### config.mk
export PLATFORM = sky130hd
export DESIGN_NAME = dma_bus_arbiter
export DESIGN_NICKNAME = d
export VERILOG_FILES = /design/src/rtl/dma_bus_arbiter.sv
export SDC_FILE = /design/constraint.sdc
export NUM_CORES = 1
export LEC_CHECK = 0
export BUFFER_PORTS_ARGS = -buffer_cell sky130_fd_sc_hd__buf_2
export CORE_MARGIN = 1
export CORE_UTILIZATION = 44
export DETAILED_ROUTE_END_ITERATION = 10
export PLACE_DENSITY_LB_ADDON = 0.08
export SETUP_SLACK_MARGIN = 0.2
export SLEW_MARGIN = 20
export SYNTH_ARGS = -nofsm -noshare
export SYNTH_HDL_FRONTEND = slang
export SYNTH_SLANG_ARGS = --single-unit
### constraint.sdc
create_clock -name clk -period 3.8 [get_ports clk]
set_clock_uncertainty 0.2 [all_clocks]
set_input_delay 0.95 -clock clk [delete_from_list [all_inputs] [get_ports clk]]
set_output_delay 0.95 -clock clk [all_outputs]
set_load 0.01 [all_outputs]
### src/rtl/dma_bus_arbiter.sv
// dma_bus_arbiter
//   Shares the CPU local bus between the 8088 core and NREQ DMA requesters.
//   A request raises hold to the CPU. Once hlda returns, the block waits
//   SETTLE cycles for the bus to float. It then grants one channel (one-hot
//   dack, aen high) until that channel drops its request. After that hold
//   is released, and the CPU regains the bus before any further DMA burst.
//   Every output is driven straight from a register.
//
// Ports
//   clk      in   system clock
//   rst      in   asynchronous reset, active-low
//   dreq     in   [NREQ]  per-channel request, level-sensitive
//   rot_pri  in   0 = fixed priority (ch0 highest), 1 = rotating priority
//   hlda     in   hold acknowledge from the CPU
//   hold     out  hold request to the CPU
//   dack     out  [NREQ]  one-hot grant
//   aen      out  DMA owns the bus (high exactly when dack != 0)
//   owner    out  [clog2(NREQ)]  granted channel index, 0 when idle
//   err      out  one-cycle pulse when hlda falls during SETTLE or GRANT
module dma_bus_arbiter #(
  parameter int NREQ   = 4,
  parameter int SETTLE = 2,
  localparam int IW    = (NREQ > 1) ? $clog2(NREQ) : 1
) (
  input  logic            clk,
  input  logic            rst,
  input  logic [NREQ-1:0] dreq,
  input  logic            rot_pri,
  input  logic            hlda,
  output logic            hold,
  output logic [NREQ-1:0] dack,
  output logic            aen,
  output logic [IW-1:0]   owner,
  output logic            err
);

  localparam int CW = 4;

  typedef enum logic [2:0] {
    ST_IDLE,
    ST_REQ,
    ST_SETTLE,
    ST_GRANT,
    ST_RELEASE
  } state_t;

  state_t            state_q, state_d;
  logic [CW-1:0]     cnt_q, cnt_d;
  logic [IW-1:0]     last_q, last_d;
  logic              hold_q, hold_d;
  logic [NREQ-1:0]   dack_q, dack_d;
  logic              aen_q, aen_d;
  logic [IW-1:0]     owner_q, owner_d;
  logic              err_q, err_d;

  logic              win_valid;
  logic [IW-1:0]     win_idx;
  logic              viol;
  logic              grant_now;

  // Arbitration. The scan runs from the highest search offset down to the
  // lowest. The last hit therefore belongs to the channel nearest the start
  // of the search. Rotating mode starts just after the last winner, modulo
  // NREQ, so the logic also holds for non-power-of-two channel counts.
  always_comb begin
    int base;
    int idx;
    win_valid = 1'b0;
    win_idx   = '0;
    base      = 0;
    idx       = 0;
    if (rot_pri) begin
      base = (int'(last_q) + 1) % NREQ;
    end
    for (int k = NREQ - 1; k >= 0; k--) begin
      idx = (base + k) % NREQ;
      if (dreq[idx]) begin
        win_valid = 1'b1;
        win_idx   = IW'(idx);
      end
    end
  end

  // Losing hlda while the bus is (about to be) ours is a protocol violation.
  assign viol      = ((state_q == ST_SETTLE) || (state_q == ST_GRANT)) && !hlda;
  assign grant_now = (state_q == ST_SETTLE) && hlda && (cnt_q == '0) && win_valid;

  // State register. Reset drops every output in the same instant.
  always_ff @(posedge clk or negedge rst) begin
    if (!rst) begin
      state_q <= ST_IDLE;
      cnt_q   <= '0;
      last_q  <= IW'(NREQ - 1);
      hold_q  <= 1'b0;
      dack_q  <= '0;
      aen_q   <= 1'b0;
      owner_q <= '0;
      err_q   <= 1'b0;
    end else begin
      state_q <= state_d;
      cnt_q   <= cnt_d;
      last_q  <= last_d;
      hold_q  <= hold_d;
      dack_q  <= dack_d;
      aen_q   <= aen_d;
      owner_q <= owner_d;
      err_q   <= err_d;
    end
  end

  // Next-state logic
  always_comb begin
    state_d = state_q;
    cnt_d   = cnt_q;
    unique case (state_q)
      ST_IDLE: begin
        if (|dreq) state_d = ST_REQ;
      end
      ST_REQ: begin
        // The hold handshake cannot be aborted. If the requests have gone
        // by the time hlda arrives, hand the bus straight back.
        if (hlda) begin
          if (|dreq) begin
            state_d = ST_SETTLE;
            cnt_d   = CW'(SETTLE - 1);
          end else begin
            state_d = ST_RELEASE;
          end
        end
      end
      ST_SETTLE: begin
        if (viol) begin
          state_d = ST_IDLE;
        end else if (cnt_q == '0) begin
          state_d = win_valid ? ST_GRANT : ST_RELEASE;
        end else begin
          cnt_d = cnt_q - 1'b1;
        end
      end
      ST_GRANT: begin
        // Only the owner's request matters. No preemption.
        if (viol) begin
          state_d = ST_IDLE;
        end else if (!(|(dreq & dack_q))) begin
          state_d = ST_RELEASE;
        end
      end
      ST_RELEASE: begin
        if (!hlda) state_d = ST_IDLE;
      end
      default: begin
        state_d = ST_IDLE;
      end
    endcase
  end

  // Output logic, computed one cycle ahead so that every pin is a flop
  always_comb begin
    hold_d  = (state_d == ST_REQ) || (state_d == ST_SETTLE) || (state_d == ST_GRANT);
    err_d   = viol;
    last_d  = last_q;
    dack_d  = '0;
    aen_d   = 1'b0;
    owner_d = '0;
    if (grant_now) begin
      dack_d[win_idx] = 1'b1;
      aen_d           = 1'b1;
      owner_d         = win_idx;
      last_d          = win_idx;
    end else if (state_d == ST_GRANT) begin
      dack_d  = dack_q;
      aen_d   = 1'b1;
      owner_d = owner_q;
    end
  end

  assign hold  = hold_q;
  assign dack  = dack_q;
  assign aen   = aen_q;
  assign owner = owner_q;
  assign err   = err_q;

endmodule

### After elaboration in Yosys (flattened, before gate mapping)

Index checks and enable logic that the tools add are counted.

| storage, ports and cells | value |
|---|---|
| input port bits | 8 |
| output and inout port bits | 9 |
| register bits | 18 |
| logic and storage cells | 101 |

| cells by class | value |
|---|---|
| muxes and demuxes | 44 |
| bitwise gates (word level) | 6 |
| equality and inequality tests | 12 |
| magnitude comparators | 6 |
| $add $sub $neg | 5 |
| reduce and logical (&&, ||, !) cells | 20 |

Operators with widths:

| kind | count |
|---|---|
| $add 32x3->32 const B | 2 |
| $add 32x2->32 const B | 1 |
| $mux 32 | 1 |
| $mux 3 | 9 |
| $mux 4 | 6 |
| $lt 3x4->1 const B | 4 |
| $mux 1 | 15 |
| $pmux 3 s5 | 1 |
| $eq 3x2->1 const B | 4 |
| $mux 2 | 6 |
| $ne 2x2->1 const B | 5 |
| $reduce_or 2->1 | 5 |
| $bmux 1 s2 | 4 |
| $pmux 4 s2 | 1 |
| $reduce_or 4->1 | 2 |
| $eq 3x1->1 const B | 2 |
| $logic_and 1x1->1 | 5 |
| $reduce_and 5->1 | 1 |
| $and 1x1->1 | 4 |
| $and 4x4->4 | 1 |
| $logic_not 4->1 | 1 |
| $sub 4x1->4 const B | 1 |
| $eq 3x3->1 const B | 1 |
| $logic_not 3->1 | 1 |
| other kinds (8) | 10 |

### Logic depth before layout (Yosys ltp)

| depth | value |
|---|---|
| depth after elaboration | 21 |
| gate-level depth with buffers | 6 |
| gate-level depth less buffers | 6 |

### Worst setup path before layout

Ideal clock, no wire load.

| timing | value |
|---|---|
| path kind | input port to flip-flop |
| start | in dreq[1] |
| end | reg state_q[2] |
| buffers on the path | 1 |
| path slack | 1264 ps |
| stages | 5 |
| arrival | 2272 ps |
| data required time | 3535 ps |
| library setup time | 65 ps |
| cell sequence | buf_6 or4_4 or3_1 a211oi_1 o21a_1 |

| between the ends | value |
|---|---|
| cells in the longest elaborated chain, start to end | 11 |

Ends and longest elaborated chain:

| element | line | text |
|---|---|---|
| from (decl) | 27 | `input logic [NREQ-1:0] dreq,` |
| $bmux 1 s2 | 77 | `if (dreq[idx]) begin` |
| $mux 1 (not written as such) (2 in a row) | 77 |  |
| $mux 1 (4 in a row) | 77 |  |
| $mux 3 | 135 | `state_d = win_valid ? ST_GRANT : ST_RELEASE;` |
| $mux 3 | 134 | `end else if (cnt_q == '0) begin` |
| $mux 3 | 132 | `if (viol) begin` |
| $pmux 3 s5 (*) | 115 | `unique case (state_q)` |
| net state_d[2] | 47 | `state_t state_q, state_d;` |
| to (signal assigned) | 100 | `state_q <= state_d;` |
| to (decl) | 47 |  |

Mark *: on every way through the listed nets, which the timed path passes. The rest lies on a longest branch. The select of a mux whose other input is x is not followed.
A chain may end at the register's enable or synchronous reset.

### Worst setup path after layout

| timing | value |
|---|---|
| start | in dreq[0] |
| end | reg state_q[2] |

Same word-level chain as after synthesis.

==> impl_metrics.py <==
metrics = {
    "global_route": {
        "track_usage_pct": 17.1,
        "grt-ovfl-total": 0,
        "first_global_vias": 697,
        "antenna_found_initial": 0,
        "grt_pass1_wl_mm": 3.13,
        "grt_max_degree": 19,
    },
    "layout": {
        "fin_nets": 123,
        "drive_gt1_share_pct": 23.0,
        "multi_input_area_sq_um": 462,
        "diodes": 0,
        "layout.filler_cells": 185,
        "regArea_sq_um": 453,
        "mostFrequentLayoutCells": "dfrtp_1, buf_2, nand2_1, nand2b_1",
        "area_growth_syn_to_layout_pct": 13.6,
    },
    "drt": {
        "avgRoutedWirePerCell_microns": 13.1,
        "ant_nets": 0,
        "drtPass1Iterations": 4,
        "vias": 789,
        "via_per_inst": 5.64,
        "drcViolationCount": 0,
        "drt_iter0_drc": 12,
        "routed_wl_mm": 1.84,
    },
    "die": {
        "chipHeight_microns": 48.3,
        "core_sq_um": 1980,
        "io_pins": 17,
        "start_util_pct": 47.7,
        "die_area_sq_um": 2340,
        "die_width_microns": 48.3,
        "rows": 16,
    },
    "sta": {
        "finalSetupTns_ps": 0,
        "max_slew_margin_pct": 37.1,
        "maxSlewViolCount": 0,
        "finalHoldViolations": 0,
        "fmax_mhz": 423,
        "rsz0062_at_grt": "no",
        "setup_viol": 0,
        "min_period_over_period_pct": 62.1,
        "layout_min_cycle_time_ps": 2360,
        "worstMarginPinSlew_ps": 937,
    },
    "clocking": {
        "post_cts_buffers": 0,
        "clk_latency_ps": 290,
        "clkTransAtPathRegs_ps": 100,
        "clockBufferDepth": 2,
        "htreeDepth": 1,
        "cts_sinks": 18,
        "cts_tree": "built",
        "ctsResizeCount": 0,
        "cts_buffers": 3,
        "postCtsHoldBufs": 0,
        "root_buffer": "clkbuf_4",
    },
    "place": {
        "gp_congestion": 0.735,
        "portBuffers": 16,
        "dp_hpwl_mm": 1.38,
    },
    "worst_setup_path": {
        "end_kind": "register",
        "cp-start-kind": "input pin",
        "required_ps": 3840,
        "criticalPathCategory": "input pin to register",
        "arrival_ps": 2400,
        "path_max_fanout": 7,
        "r2r.worst_path.cells": 6,
    },
    "logic_synthesis": {
        "synth_top_area_share_pct": 42.4,
        "synthCells": 94,
        "yosysUniqueCellTypes": 35,
        "syn_area_per_cell_sq_um": 10.0,
        "ys_seq_elements": 18,
        "yosys-top-cells-area": "dfrtp_1, dfstp_2, nand2b_1",
        "syn_area_sq_um": 945,
        "synth_edf_count": 0,
        "ys_warn_count": 0,
        "synth_seq_area_share_pct": 47.9,
        "synth_nets": 103,
        "async_flop_share_pct": 100,
        "yosys_most_used_dff": "dfrtp_1",
        "synth_top_area_cell": "dfrtp_1",
    },
    "min_path": {
        "whs_path_depth": 1,
        "hold_class": "register to register",
    },
    "power": {
        "ir_drop_uv": 305,
        "report.power.total_uw": 545,
        "p_per_area_nw_per_um2": 508,
        "p_leak_nw": 0.518,
    },
    "outcome": {
        "status": "complete, no violations",
    },
    "run": {
        "drv_cap": 0,
    },
}
area by class of cell:
type                    count  share of cell area (%)
multi-input cells          70                    43.0
flip-flops and latches     18                    42.2
repair buffers             16                    7.46
well taps                  27                    3.15
clock buffers               4                    2.45
inverters                   5                    1.75
Yosys cell counts, types with 2 or more instances:
library cell and number:
o21ai_0 3, xor2_1 2, nand3_1 4, a21oi_1 4
dfrtp_1 16, dfstp_2 2, nand3b_1 2, a22o_1 4
a211o_2 2, nand2_1 8, nor2b_1 3, a211oi_1 3
nor3_1 3, a22oi_1 2, nor2_1 5, nand2b_1 6
o211ai_1 2, a21o_1 2, inv_1 5
cells by family after synthesis:
| family | after synthesis | share of synthesized area, % |
|---|---|---|
| compound gates | 28 | 21.7 |
| xor+xnor | 2 | 1.85 |
| fa+ha+maj | 1 | 1.32 |
| buf+inv | 6 | 3.18 |
| flops | 18 | 47.9 |
| simple gates | 39 | 24.0 |
path summary, 6_finish.rpt:
kind / slack [ps] / from / end
min: 290 / owner[0] / owner[0]
min reg2reg: 290 / owner[0] / owner[0]
max reg2reg: 1670 / cnt_q[0] / state_q[2]
max: 1440 / dreq[0] / state_q[2]
min in group asynchronous: 360 / rst / dack[2]
max in group asynchronous: 2700 / rst / last_q[0]
per-stage QoR:
step | worst slack [ps] | cell area, sq um | instances | hold WS [ps] | util (%)
after global placement | 1130 | 1050 | 136 | 272 | 52.8
after detailed placement | 1140 | 1050 | 136 | 260 | 52.8
after floorplan | 1260 | 945 | 94 | 279 | -
after CTS | 1440 | 1070 | 140 | 292 | 54.2
final | 1440 | 1070 | 140 | 287 | 54.2
after global routing | 1390 | 1070 | 140 | 331 | 54.2
power breakdown:
part	internal, mW	leakage [nW]	switching (mW)
sequential	0.239	0.233	0.0460
clock	0.0408	0.0150	0.0548
combinational	0.0770	0.270	0.0872
critical path: stages:
cell and delay (ps):
buf_2 130, or4_4 540, or3_1 370, a211oi_1 250, o21a_1 150
per-layer routing:
metal / part of all wire (%) / routed length, microns / up-vias / GRT usage [%]
li1: - / - / 383 / -
met3: 6.9 / 126 / 2 / 4.40
met4: 0.76 / 14 / 0 / 4.41
met1: 48 / 876 / 371 / 24.7
met2: 45 / 821 / 33 / 25.6
met5: 0 / 0 / - / 0
flip-flops by register name, indices dropped and copies added, names as in the netlist:
name / cells
dack: 4
hold: 1
state_q: 3
aen: 1
err: 1
last_q: 2
owner: 2
cnt_q: 4
Power figures use the tool's default switching activity.
